### src/rtl/fetch_queue_pkg.sv
// rtl/fetch_queue_pkg.sv - shared widths, queue depth default and queue entry type
package fetch_queue_pkg;

  localparam int ADDR_WIDTH        = 32;
  localparam int DATA_WIDTH        = 32;
  localparam int FETCH_QUEUE_DEPTH = 4;

  typedef struct packed {
    logic [ADDR_WIDTH-1:0] pc;
    logic [DATA_WIDTH-1:0] inst;
  } fq_entry_t;

endpackage

### src/rtl/fetch_queue_ram.sv
// rtl/fetch_queue_ram.sv - DEPTH-entry storage, synchronous write, asynchronous read
module fetch_queue_ram
  import fetch_queue_pkg::*;
#(
  parameter int DEPTH = FETCH_QUEUE_DEPTH,
  parameter int PW    = $clog2(DEPTH)
) (
  input  logic          clk,
  input  logic          we,
  input  logic [PW-1:0] waddr,
  input  fq_entry_t     wdata,
  input  logic [PW-1:0] raddr,
  output fq_entry_t     rdata
);

  fq_entry_t mem [DEPTH];

  always_ff @(posedge clk) begin
    if (we) begin
      mem[waddr] <= wdata;
    end
  end

  assign rdata = mem[raddr];

endmodule

### src/rtl/fetch_queue.sv
// rtl/fetch_queue.sv - show-ahead fetch-to-decode queue with one-cycle redirect flush
// FETCH_QUEUE_BYPASS_EN: when defined, an empty queue forwards the offered instruction combinationally.
module fetch_queue
  import fetch_queue_pkg::*;
#(
  parameter int DEPTH      = FETCH_QUEUE_DEPTH,
  parameter int ADDR_WIDTH = fetch_queue_pkg::ADDR_WIDTH,
  parameter int DATA_WIDTH = fetch_queue_pkg::DATA_WIDTH
) (
  input  logic                       clk,
  input  logic                       rst,
  input  logic                       flush,
  input  logic                       in_valid,
  input  logic [ADDR_WIDTH-1:0]      in_pc,
  input  logic [DATA_WIDTH-1:0]      in_inst,
  output logic                       in_ready,
  output logic                       out_valid,
  output logic [ADDR_WIDTH-1:0]      out_pc,
  output logic [DATA_WIDTH-1:0]      out_inst,
  input  logic                       out_pop,
  output logic [$clog2(DEPTH):0]     count
);

  localparam int PW = $clog2(DEPTH);
  localparam int CW = PW + 1;
  localparam logic [CW-1:0] FULL_CNT = CW'(DEPTH);

  logic [PW-1:0] rd_ptr, wr_ptr;
  logic [CW-1:0] cnt;
  logic          full, empty;
  logic          push, pop, bypass;
  logic          do_push, do_pop;
  fq_entry_t     in_entry, rd_entry, head;

  assign full     = (cnt == FULL_CNT);
  assign empty    = (cnt == '0);
  assign in_ready = !full;
  assign count    = cnt;

  assign in_entry.pc   = in_pc;
  assign in_entry.inst = in_inst;

`ifdef FETCH_QUEUE_BYPASS_EN
  assign bypass = empty & in_valid & !flush;
`else
  assign bypass = 1'b0;
`endif

  assign out_valid = !empty | bypass;
  assign push      = in_valid & in_ready;
  assign pop       = out_pop & out_valid;

  // A bypassed entry that is popped in the same cycle never touches storage.
  assign do_push = push & !(bypass & out_pop);
  assign do_pop  = pop & !bypass;

  always_comb begin
    head = '0;
    if (bypass) begin
      head = in_entry;
    end else if (!empty) begin
      head = rd_entry;
    end
  end

  assign out_pc   = head.pc;
  assign out_inst = head.inst;

  fetch_queue_ram #(
    .DEPTH (DEPTH),
    .PW    (PW)
  ) u_ram (
    .clk   (clk),
    .we    (do_push & !flush & !rst),
    .waddr (wr_ptr),
    .wdata (in_entry),
    .raddr (rd_ptr),
    .rdata (rd_entry)
  );

  always_ff @(posedge clk) begin
    if (rst) begin
      rd_ptr <= '0;
      wr_ptr <= '0;
      cnt    <= '0;
    end else if (flush) begin
      rd_ptr <= '0;
      wr_ptr <= '0;
      cnt    <= '0;
    end else begin
      if (do_push) begin
        wr_ptr <= wr_ptr + PW'(1);
      end
      if (do_pop) begin
        rd_ptr <= rd_ptr + PW'(1);
      end
      cnt <= cnt + CW'(do_push) - CW'(do_pop);
    end
  end

`ifndef SYNTHESIS
  always @(posedge clk) begin
    if (!rst && cnt == FULL_CNT) begin
      assert (rd_ptr == wr_ptr);
    end
  end
`endif

endmodule

### config.mk
export PLATFORM = sky130hd
export DESIGN_NAME = fetch_queue
export DESIGN_NICKNAME = d
export VERILOG_FILES = /design/src/rtl/fetch_queue_pkg.sv /design/src/rtl/fetch_queue_ram.sv /design/src/rtl/fetch_queue.sv
export SDC_FILE = /design/constraint.sdc
export NUM_CORES = 1
export LEC_CHECK = 0
export ABC_AREA = 1
export ABC_CLOCK_PERIOD_IN_PS = 15200
export BUFFER_PORTS_ARGS = -buffer_cell sky130_fd_sc_hd__buf_2
export CAP_MARGIN = 20
export CORE_MARGIN = 2
export CORE_UTILIZATION = 63
export CTS_CLUSTER_DIAMETER = 30
export DETAILED_ROUTE_END_ITERATION = 8
export PLACE_DENSITY = 0.86
export SYNTH_ARGS = -nofsm -noshare
export SYNTH_HDL_FRONTEND = slang
export SYNTH_SLANG_ARGS = --single-unit
### constraint.sdc
create_clock -name clk -period 15.2 [get_ports clk]
set_clock_uncertainty 0.1 [all_clocks]
set_input_delay 4.56 -clock clk [delete_from_list [all_inputs] [get_ports clk]]
set_output_delay 4.56 -clock clk [all_outputs]
set_load 0.01 [all_outputs]
; Yosys cells after proc, flatten, opt, wreduce, memory -nomap -nowiden
; Memories as Yosys holds them, arrays and structs flattened. A register that Yosys moved wholly into a read port is not among the register bits.
; Index checks and enable logic that the tools add are counted.
[totals]
reg_bits = 7
ram_bits = 256
elab_cells = 24
mem_count = 1
[op_classes]
addsub = 4
eq_ne = 1
muxes = 5
bitwise = 4
reduce_logical = 6
[mem_list]
columns = name, depth, word_bits, read_ports, rd_clocked_by_memory_dff, wr, line_no
row1 = u_ram.mem, 4, 64, 1, 1, 1, fetch_queue_ram.sv:16  ; fq_entry_t mem [DEPTH];
[ops]
columns = cell, n
row1 = $mux W64, 1
row2 = $add A2 B1 Y2 const B, 2
row3 = $and A1 B1 Y1, 4
row4 = $logic_not A1 Y1, 4
row5 = $mux W2, 2
row6 = $add A3 B1 Y3, 1
row7 = $eq A3 B3 Y1 const B, 1
row8 = $logic_not A3 Y1, 1
row9 = $sub A3 B1 Y3, 1
row10 = $mux W1, 2
row11 = $reduce_or A2 Y1, 1

; Longest topological paths before layout
; Gate-level depths: netlist (run 1).
[depth]
word_depth = 7
ltp_mapped = 12
depth_no_buf = 11

; Hierarchy
; A second synthesis (run 1) with hierarchy kept.
[hier_totals]
cells_unflattened = 1199
hier_area_um2 = 11708.7
[modules_own_cells]
columns = module, instances, cells_per_inst, area_per_inst_um2
row1 = fetch_queue_ram, 1, 1010, 10761.6
row2 = fetch_queue, 1, 189, 947.2

; Worst setup path after synthesis (run 1)
; No wires, ideal clock.
[synth_path]
path_kind = input to register
startpoint = input port flush
endpoint = memory u_ram.mem[0][0] in the netlist's numbering, enable pin
setup_ns = 0.487
t_arrival_ns = 7.716
required_time_ns = 14.613
slack_ns = 6.898
cell_stages = 3
path_cell_list = nor2_1 nand3_1 nor2_1
[synth_via]
elab_chain_len = 5
[synth_lines]
columns = element, line_no
row1 = start: declaration, fetch_queue.sv:12  ; input logic flush,
row2 = $logic_not A1 Y1, fetch_queue.sv:74  ; .we (do_push & !flush & !rst),
row3 = $and A1 B1 Y1 (2 in a row), fetch_queue.sv:74
row4 = $mux W1, fetch_queue_ram.sv:19  ; if (we) begin
row5 = $mux W1 (not written as such), fetch_queue_ram.sv:20  ; mem[waddr] <= wdata;
row6 = end: declaration, fetch_queue_ram.sv:16
; Every way passes these cells.

==> impl_metrics.json, run 1 <==
{
  "grt_util_all_layers_pct": 26.2,
  "rows": 49,
  "die_area_um2": 19100,
  "antenna_found_initial": 2,
  "drtPass1Iterations": 5,
  "num-fill-cells": 1055,
  "io_buffers": 137,
  "path_max_fanout": 78,
  "criticalPathCategory": "register to output pin",
  "drt_iter0_drc": 686,
  "power_density_nw_per_um2": 137,
  "maxCapViolCount": 0,
  "die_y_um": 138,
  "yosys_warnings": 0,
  "syn-num-nets": 1156,
  "cp.arrival_ps": 2900,
  "tightest_slew_ps": 1030,
  "end_kind": "output pin",
  "relSlewSlack_pct": 31.2,
  "irDropWorstVdd_v": 0.000126,
  "cts_resized": 0,
  "wl_per_cell_um": 16.8,
  "wl_mm": 25.0,
  "rsz0062_at_grt": "false",
  "grt-ovfl-total": 0,
  "drc": 0,
  "dp_cells": 1407,
  "cts_buffer_depth": 3,
  "drv_slew": 0,
  "setup_violations": 0,
  "required_ps": 10540,
  "p_leak_nw": 6.18,
  "coreArea_um2": 17800,
  "worstSkewPairLatency_ps": 520,
  "slowest_delay_ps": 740,
  "cts_tree": "yes",
  "place.gp.congestion": 0.774,
  "root_buffer": "clkbuf_16",
  "status": "finished clean",
  "finalHoldViolations": 0,
  "die_w_um": 138,
  "synthCells": 1080,
  "finalNonFillerCells": 1488,
  "clkSinkCount": 265,
  "grt_pass1_wl_mm": 39.7,
  "max_freq_ghz": 0.132,
  "area_growth_pct": 19.7,
  "synth-seq-cells": 265,
  "ys_seq_area_share_pct": 69.4,
  "drive_gt1_share_pct": 17.9,
  "hold-worst-slack_ps": 394,
  "fin_nets": 1300,
  "vias": 7821,
  "start_util_pct": 63.6,
  "ys_types": 15,
  "hp-class": "register to register",
  "crit_slowest_cell": "buf_4",
  "viasPerCell": 5.26,
  "syn_area_per_cell_um2": 10.5,
  "path_clk_slew_ps": 50,
  "dp_hpwl_mm": 13.1,
  "syn_area_um2": 11300,
  "fin_crit_sh_pct": 49.7,
  "grt_max_degree": 95,
  "cts_made_buffers": 44,
  "ant_nets": 0,
  "ios": 138,
  "period_needed_ps": 7560,
  "cp-start-kind": "register",
  "postCtsSetupRepairBufs": 0,
  "fin_tns_setup_ps": 0,
  "htreeDepth": 2,
  "crit_chain": "inv_4 -> buf_4 -> nand2_1 -> nand3_1 -> a21oi_1 -> buf_2",
  "cts_hold_buf": 0,
  "grt_pass1_vias": 8071
}
==> synth_stat cells (all sizes together) <==
library cell  number  area (um2)
nor2              15        56.3
buf               43         251
edfxtp           256        7690
nand3            133         666
a21oi             69         345
fa                 1        20.0
clkbuf             5        18.8
nand2            268        1010
inv              275        1030
ha                 6        75.1
dfxtp              9         180
==> power breakdown <==
group / internal, mW / total (mW) / switching (mW) / leakage [nW]
Combinational: 0.0319 / 0.101 / 0.0690 / 3.10
Clock: 0.593 / 0.940 / 0.347 / 0.692
Sequential: 0.812 / 0.816 / 0.00397 / 2.39
==> kinds of logic (layout without fill, tap and decap cells) <==
| kind of cell | after synthesis | after routing | share of synthesized area [%] |
|---|---|---|---|
| adders and majority gates | 7 | 7 | 0.838 |
| other | 0 | 1 | 0 |
| AOI/OAI and AO/OA | 69 | 69 | 3.05 |
| DFF | 265 | 265 | 69.4 |
| and+or+nand+nor | 416 | 416 | 15.3 |
| buffers and inverters | 323 | 501 | 11.5 |
==> worst max-delay path: cells and delay by family (launching register included) <==
family | cells | cell delay [ps]
flops | 1 | 470
simple gates | 2 | 280
compound gates | 1 | 100
buf+inv | 3 | 1400
==> per-layer routing <==
metal / routed length (um) / global-route usage, % / share of wire (%)
met5: 11 / 0 / 0.044
met4: 624 / 10.5 / 2.5
met3: 1740 / 5.68 / 7.0
met2: 13200 / 46.1 / 53
met1: 9480 / 31.8 / 38
==> state kept, by name, summed over array words and instances (netlist names), named ones only <==
| signal | count |
|---|---|
| wr_ptr | 2 |
| u_ram.mem | 256 |
| rd_ptr | 2 |
| count | 3 |
==> layout by cell type, fill, tap and decap left out, types with 2 or more instances in the layout <==
| master | count |
|---|---|
| inv_1 | 272 |
| a21oi_1 | 69 |
| nand2_1 | 267 |
| clkinv_4 | 5 |
| bufinv_16 | 2 |
| clkbuf_1 | 6 |
| nor2_4 | 4 |
| clkinv_1 | 5 |
| ha_1 | 6 |
| nor2_1 | 11 |
| clkbuf_16 | 46 |
| edfxtp_1 | 256 |
| inv_8 | 2 |
| nand3_1 | 133 |
| clkinvlp_4 | 3 |
| inv_2 | 2 |
| inv_6 | 5 |
| clkinv_2 | 5 |
| dfxtp_1 | 7 |
| buf_2 | 137 |
| buf_4 | 9 |
==> area by class of cell <==
class                           instances  area, um2  share of cell area [%]
Sequential cell                       265       7870                    58.0
Multi-Input combinational cell        492       2200                    16.2
Clock buffer                           52       1170                    8.64
Inverter                              275       1030                    7.62
Timing Repair Buffer                  146        753                    5.55
Tap cell                              229        287                    2.11
Clock inverter                         28        253                    1.86
Antenna cell                            1       2.50                  0.0184
==> metrics by stage <==
stage	area [um2]	util [%]	power, mW	setup slack (ps)
floorplan	11300	-	0.887	6900
global route	13600	76.1	1.91	7470
detailed placement	12100	68.1	0.929	7800
finish	13600	76.1	1.86	7640
global placement	12100	68.1	0.926	7920
CTS	13600	76.1	1.87	7650
==> path summary, 6_finish.rpt <==
kind	start	endpoint	slack, ps	cells after the start
worst max register to register	count[1]	count[2]	12110	12
worst min-delay path	rd_ptr[0]	rd_ptr[0]	390	2
worst max-delay path	register	out_inst[18]	7640	6
worst min register to register	rd_ptr[0]	rd_ptr[0]	390	2
(Power assumes the default switching activity.)
==> inputs of run 2 (changes only) <==
--- a/config.mk
+++ b/config.mk
@@ -6,14 +6,14 @@
 export NUM_CORES = 1
 export LEC_CHECK = 0
 export ABC_AREA = 1
-export ABC_CLOCK_PERIOD_IN_PS = 15200
+export ABC_CLOCK_PERIOD_IN_PS = 7500
 export BUFFER_PORTS_ARGS = -buffer_cell sky130_fd_sc_hd__buf_2
 export CAP_MARGIN = 20
 export CORE_MARGIN = 2
-export CORE_UTILIZATION = 63
+export CORE_UTILIZATION = 58
 export CTS_CLUSTER_DIAMETER = 30
 export DETAILED_ROUTE_END_ITERATION = 8
-export PLACE_DENSITY = 0.86
+export PLACE_DENSITY = 0.81
 export SYNTH_ARGS = -nofsm -noshare
 export SYNTH_HDL_FRONTEND = slang
 export SYNTH_SLANG_ARGS = --single-unit
==> constraint.sdc (replaced) <==
create_clock -name clk -period 7.5 [get_ports clk]
set_clock_uncertainty 0.1 [all_clocks]
set_input_delay 2.25 -clock clk [delete_from_list [all_inputs] [get_ports clk]]
set_output_delay 2.25 -clock clk [all_outputs]
set_load 0.01 [all_outputs]
==> impl_metrics.json, run 2 (same netlist as run 1, synthesis figures left out) <==
{
  "final_cell_mix": "inv_1 (272), nand2_1 (267), edfxtp_1 (256)",
  "start_util_pct": 58.7,
  "relSlewSlack_pct": 33.9,
  "drv_slew": 0,
  "reg2reg_to": "u_ram.mem[2][33]",
  "drive_gt1_share_pct": 18.4,
  "hp-class": "register to register",
  "max_freq_ghz": 0.188,
  "post-place-ws_ps": 2400,
  "grt_max_degree": 93,
  "p_leak_nw": 6.23,
  "end_kind": "output pin",
  "reg2reg_depth": 5,
  "fin_nets": 1302,
  "cts_resized": 0,
  "required_ps": 5150,
  "n_antenna_cell": 0,
  "grt_pass1_vias": 7725,
  "largest_reg_flops": 256,
  "setup_violations": 0,
  "maxCapViolCount": 0,
  "wl_per_cell_um": 16.2,
  "die_area_um2": 20700,
  "hold_depth": 2,
  "worstReg2RegStart": "count[1]",
  "place.gp.congestion": 0.752,
  "hp-start": "rd_ptr[1]",
  "worstSkewPairLatency_ps": 520,
  "largest_register": "u_ram.mem",
  "cp.arrival_ps": 2980,
  "power_density_nw_per_um2": 282,
  "antenna_found_initial": 4,
  "drc": 0,
  "area_growth_pct": 21.0,
  "root_buffer": "clkbuf_16",
  "rows": 51,
  "htreeDepth": 2,
  "rsz0062_at_grt": "false",
  "grt_util_all_layers_pct": 24.4,
  "drtPass1Iterations": 5,
  "fin_crit_sh_pct": 71.1,
  "coreArea_um2": 19300,
  "viasPerCell": 5.12,
  "cts_hold_buf": 0,
  "grt_pass1_wl_mm": 38.3,
  "tightest_slew_ps": 992,
  "status": "finished clean",
  "final_common_cell": "inv_1",
  "path_clk_slew_ps": 50,
  "cts_made_buffers": 44,
  "r2r_slack_ps": 4740,
  "drt_iter0_drc": 660,
  "wl_mm": 24.8,
  "vias": 7810,
  "fin_util_pct": 71.0,
  "postCtsSetupRepairBufs": 0,
  "irDropWorstVdd_v": 0.000218,
  "fin_tns_setup_ps": 0,
  "die_y_um": 144,
  "die_w_um": 144,
  "path_max_fanout": 65,
  "io_buffers": 137,
  "dpl_cell_area_um2": 12200,
  "ant_nets": 0,
  "cp-start-kind": "register",
  "grt-ovfl-total": 0,
  "hold-worst-slack_ps": 425,
  "finalHoldViolations": 0,
  "clkSinkCount": 265,
  "postLayoutCellArea_um2": 13700,
  "dp_hpwl_mm": 13.0,
  "cts_buffer_depth": 3,
  "period_needed_ps": 5330,
  "setup_ws_ps": 2170,
  "ios": 138,
  "criticalPathCategory": "register to output pin",
  "cts_tree": "yes"
}
run 2: cell types whose count changed in the layout (fill, tap and decap cells not counted), sizes merged, moves of 2 or more:
cell | before | now
buf | 146 | 148
bufinv | 2 | 6
clkbuf | 52 | 49
inv | 282 | 280
run 2: report_power, final:
group          total, mW  switching (mW)  internal [mW]
clock network       2.01           0.695           1.31
registers           1.65         0.00801           1.65
logic              0.205           0.140         0.0648
total               3.86           0.843           3.02
run 2: layout make-up:
cell class | instances | area [um2]
clock buffers | 49 | 1140
flip-flops and latches | 265 | 7870
multi-input cells | 492 | 2200
clock inverters | 32 | 358
well taps | 265 | 332
inverters | 275 | 1030
repair buffers | 148 | 781
fillers | 1246 | 5620
run 2: worst max-delay path by stage:
stage	start	to	depth (start not counted)
after global routing	register	out_inst[5]	6
after global placement	flush	u_ram.mem[3][53]	5
after floorplan	flush	u_ram.mem[0][0]	3
after CTS	register	out_inst[5]	6
after detailed placement	flush	u_ram.mem[3][22]	5
final	register	out_inst[5]	6
run 2: per-layer routing:
layer  part of all wire [%]  GRT usage [%]  vias up  routed length, um
met3                    7.7           6.03       46               1910
met4                    1.9           8.88        8                474
met5                   0.19              0        -                 48
met1                     39           29.7     3682               9620
li1                       -              -     3728                  -
met2                     51           42.5      346              12700
run 2: through the flow:
stage	power, mW	instances
floorplan	1.80	1080
global placement	1.88	1444
detailed placement	1.88	1444
CTS	3.89	1525
global route	3.98	1526
finish	3.86	1526
run 2: critical path: stages, from the launching register on:
cell and delay, ps:
dfxtp_2 300, buf_4 360, inv_2 430, buf_4 610, nand3_1 170, a21oi_1 330
buf_2 200
==> inputs of run 3 (changes only) <==
--- a/config.mk
+++ b/config.mk
@@ -6,14 +6,14 @@
 export NUM_CORES = 1
 export LEC_CHECK = 0
 export ABC_AREA = 1
-export ABC_CLOCK_PERIOD_IN_PS = 7500
+export ABC_CLOCK_PERIOD_IN_PS = 4900
 export BUFFER_PORTS_ARGS = -buffer_cell sky130_fd_sc_hd__buf_2
 export CAP_MARGIN = 20
 export CORE_MARGIN = 2
-export CORE_UTILIZATION = 58
+export CORE_UTILIZATION = 52
 export CTS_CLUSTER_DIAMETER = 30
 export DETAILED_ROUTE_END_ITERATION = 8
-export PLACE_DENSITY = 0.81
+export PLACE_DENSITY = 0.76
 export SYNTH_ARGS = -nofsm -noshare
 export SYNTH_HDL_FRONTEND = slang
 export SYNTH_SLANG_ARGS = --single-unit
==> constraint.sdc (replaced) <==
create_clock -name clk -period 4.9 [get_ports clk]
set_clock_uncertainty 0.1 [all_clocks]
set_input_delay 1.47 -clock clk [delete_from_list [all_inputs] [get_ports clk]]
set_output_delay 1.47 -clock clk [all_outputs]
set_load 0.01 [all_outputs]
==> impl_metrics.json, run 3 (same netlist as run 1, synthesis figures left out) <==
{
  "max_freq_ghz": 0.233,
  "grt_pass1_wl_mm": 37.1,
  "reg2reg_to": "count[2]",
  "drv_slew": 0,
  "final_cell_mix": "inv_1 (272), nand2_1 (267), edfxtp_1 (256)",
  "worstSkewPairLatency_ps": 520,
  "dp_hpwl_mm": 13.7,
  "hold_depth": 2,
  "antenna_found_initial": 5,
  "cts_buffer_depth": 3,
  "fin_nets": 1309,
  "p_comb_share_pct": 5.0,
  "drt_iter0_drc": 573,
  "switching_power_mw": 1.36,
  "end_kind": "output pin",
  "clkSinkCount": 265,
  "rsz0062_at_grt": "false",
  "rows": 54,
  "relSlewSlack_pct": 45.3,
  "root_buffer": "clkbuf_16",
  "drc": 0,
  "r2r_slack_ps": 2300,
  "hold-worst-slack_ps": 422,
  "postCtsSetupRepairBufs": 0,
  "irDropWorstVdd_v": 0.000403,
  "area_growth_pct": 23.5,
  "vias": 7741,
  "criticalPathCategory": "register to output pin",
  "grt_util_all_layers_pct": 21.1,
  "hp-class": "register to register",
  "tightest_slew_ps": 821,
  "ant_nets": 0,
  "coreArea_um2": 21600,
  "status": "finished clean",
  "power_frac_clock_pct": 54.9,
  "io_buffers": 137,
  "cts_made_buffers": 47,
  "drtPass1Iterations": 6,
  "reg2reg_depth": 10,
  "htreeDepth": 2,
  "largest_reg_flops": 256,
  "setup_ws_ps": 603,
  "die_area_um2": 23000,
  "die_y_um": 152,
  "cp-start-kind": "register",
  "grt-ovfl-total": 0,
  "ios": 138,
  "setup_violations": 0,
  "start_util_pct": 52.5,
  "path_max_fanout": 66,
  "grt_max_degree": 75,
  "required_ps": 3330,
  "largest_register": "u_ram.mem",
  "maxCapViolCount": 0,
  "num-fill-cells": 1583,
  "total_power_mw": 6.31,
  "die_w_um": 152,
  "post-place-ws_ps": 1190,
  "place.gp.congestion": 0.744,
  "cts_hold_buf": 0,
  "path_clk_slew_ps": 50,
  "cp.arrival_ps": 2730,
  "intPower_mw": 4.95,
  "swShare_pct": 21.6,
  "finalHoldViolations": 0,
  "wl_per_cell_um": 15.6,
  "worstReg2RegStart": "count[1]",
  "cts_tree": "yes",
  "fin_tns_setup_ps": 0,
  "final_common_cell": "inv_1",
  "min_to": "rd_ptr[0]",
  "power_density_nw_per_um2": 450,
  "drive_gt1_share_pct": 19.4,
  "fin_util_pct": 64.8,
  "period_needed_ps": 4300,
  "cts_resized": 0,
  "seq_power_share_pct": 40.1,
  "wl_mm": 24.2,
  "grt_pass1_vias": 7621,
  "viasPerCell": 4.98,
  "fin_crit_sh_pct": 87.7,
  "hp-start": "rd_ptr[0]",
  "p_leak_nw": 6.35
}
run 3: cell types whose count changed in the layout (fill, tap and decap cells not counted), moves of 2 or more:
cell        previous run  this run
bufinv_16              6         9
diode_2                0         2
inv_6                  5         9
clkbuf_1               4         1
inv_8                  0         2
clkinv_4               6         3
buf_4                 10        13
clkinv_2               8         5
clkinvlp_4             4         6
clkbuf_16             45        49
run 3: worst max-delay path: stages, from the launching register on:
cell	delay, ps
dfxtp_4	750
inv_4	420
buf_4	360
nand2_1	100
nand3_1	90
a21oi_1	250
buf_2	180
run 3: power by group through the flow:
| stage | Clock (mW) | Combinational, mW | Sequential, mW |
|---|---|---|---|
| after detailed placement | 0 | 0.311 | 2.57 |
| final | 3.46 | 0.312 | 2.53 |
| after CTS | 3.50 | 0.315 | 2.53 |
| after global placement | 0 | 0.305 | 2.57 |
| after floorplan | 0 | 0.178 | 2.57 |
| after global routing | 3.60 | 0.345 | 2.53 |
run 3: how the worst max path moves through the flow:
stage / start / end / slack [ps] / depth (start not counted)
floorplan: flush / u_ram.mem[0][0] / -310 / 3
CTS: register / out_pc[16] / 640 / 6
global route: register / out_inst[0] / 490 / 6
global placement: flush / u_ram.mem[1][29] / 1210 / 5
finish: register / out_pc[16] / 600 / 6
detailed placement: flush / u_ram.mem[1][29] / 1190 / 5
run 3: layout make-up:
class	instances	area, um2	area share (%)
Clock inverter	37	492	3.51
Tap cell	280	350	2.50
Multi-Input combinational cell	492	2200	15.7
Inverter	275	1030	7.39
Timing Repair Buffer	152	823	5.88
Clock buffer	50	1230	8.78
Sequential cell	265	7870	56.2
Antenna cell	2	5.00	0.0357
run 3: layer usage:
layer | vias up | track usage [%] | part of all wire [%]
met3 | 52 | 5.03 | 7.8
met2 | 284 | 38.2 | 52
li1 | 3746 | - | -
met1 | 3655 | 25.0 | 38
met5 | - | 0 | 0.087
met4 | 4 | 6.44 | 1.8
run 3: metrics by stage:
stage | cells | cell area [um2]
detailed placement | 1464 | 12300
CTS | 1551 | 14000
floorplan | 1080 | 11300
global route | 1551 | 14000
finish | 1553 | 14000
global placement | 1464 | 12300
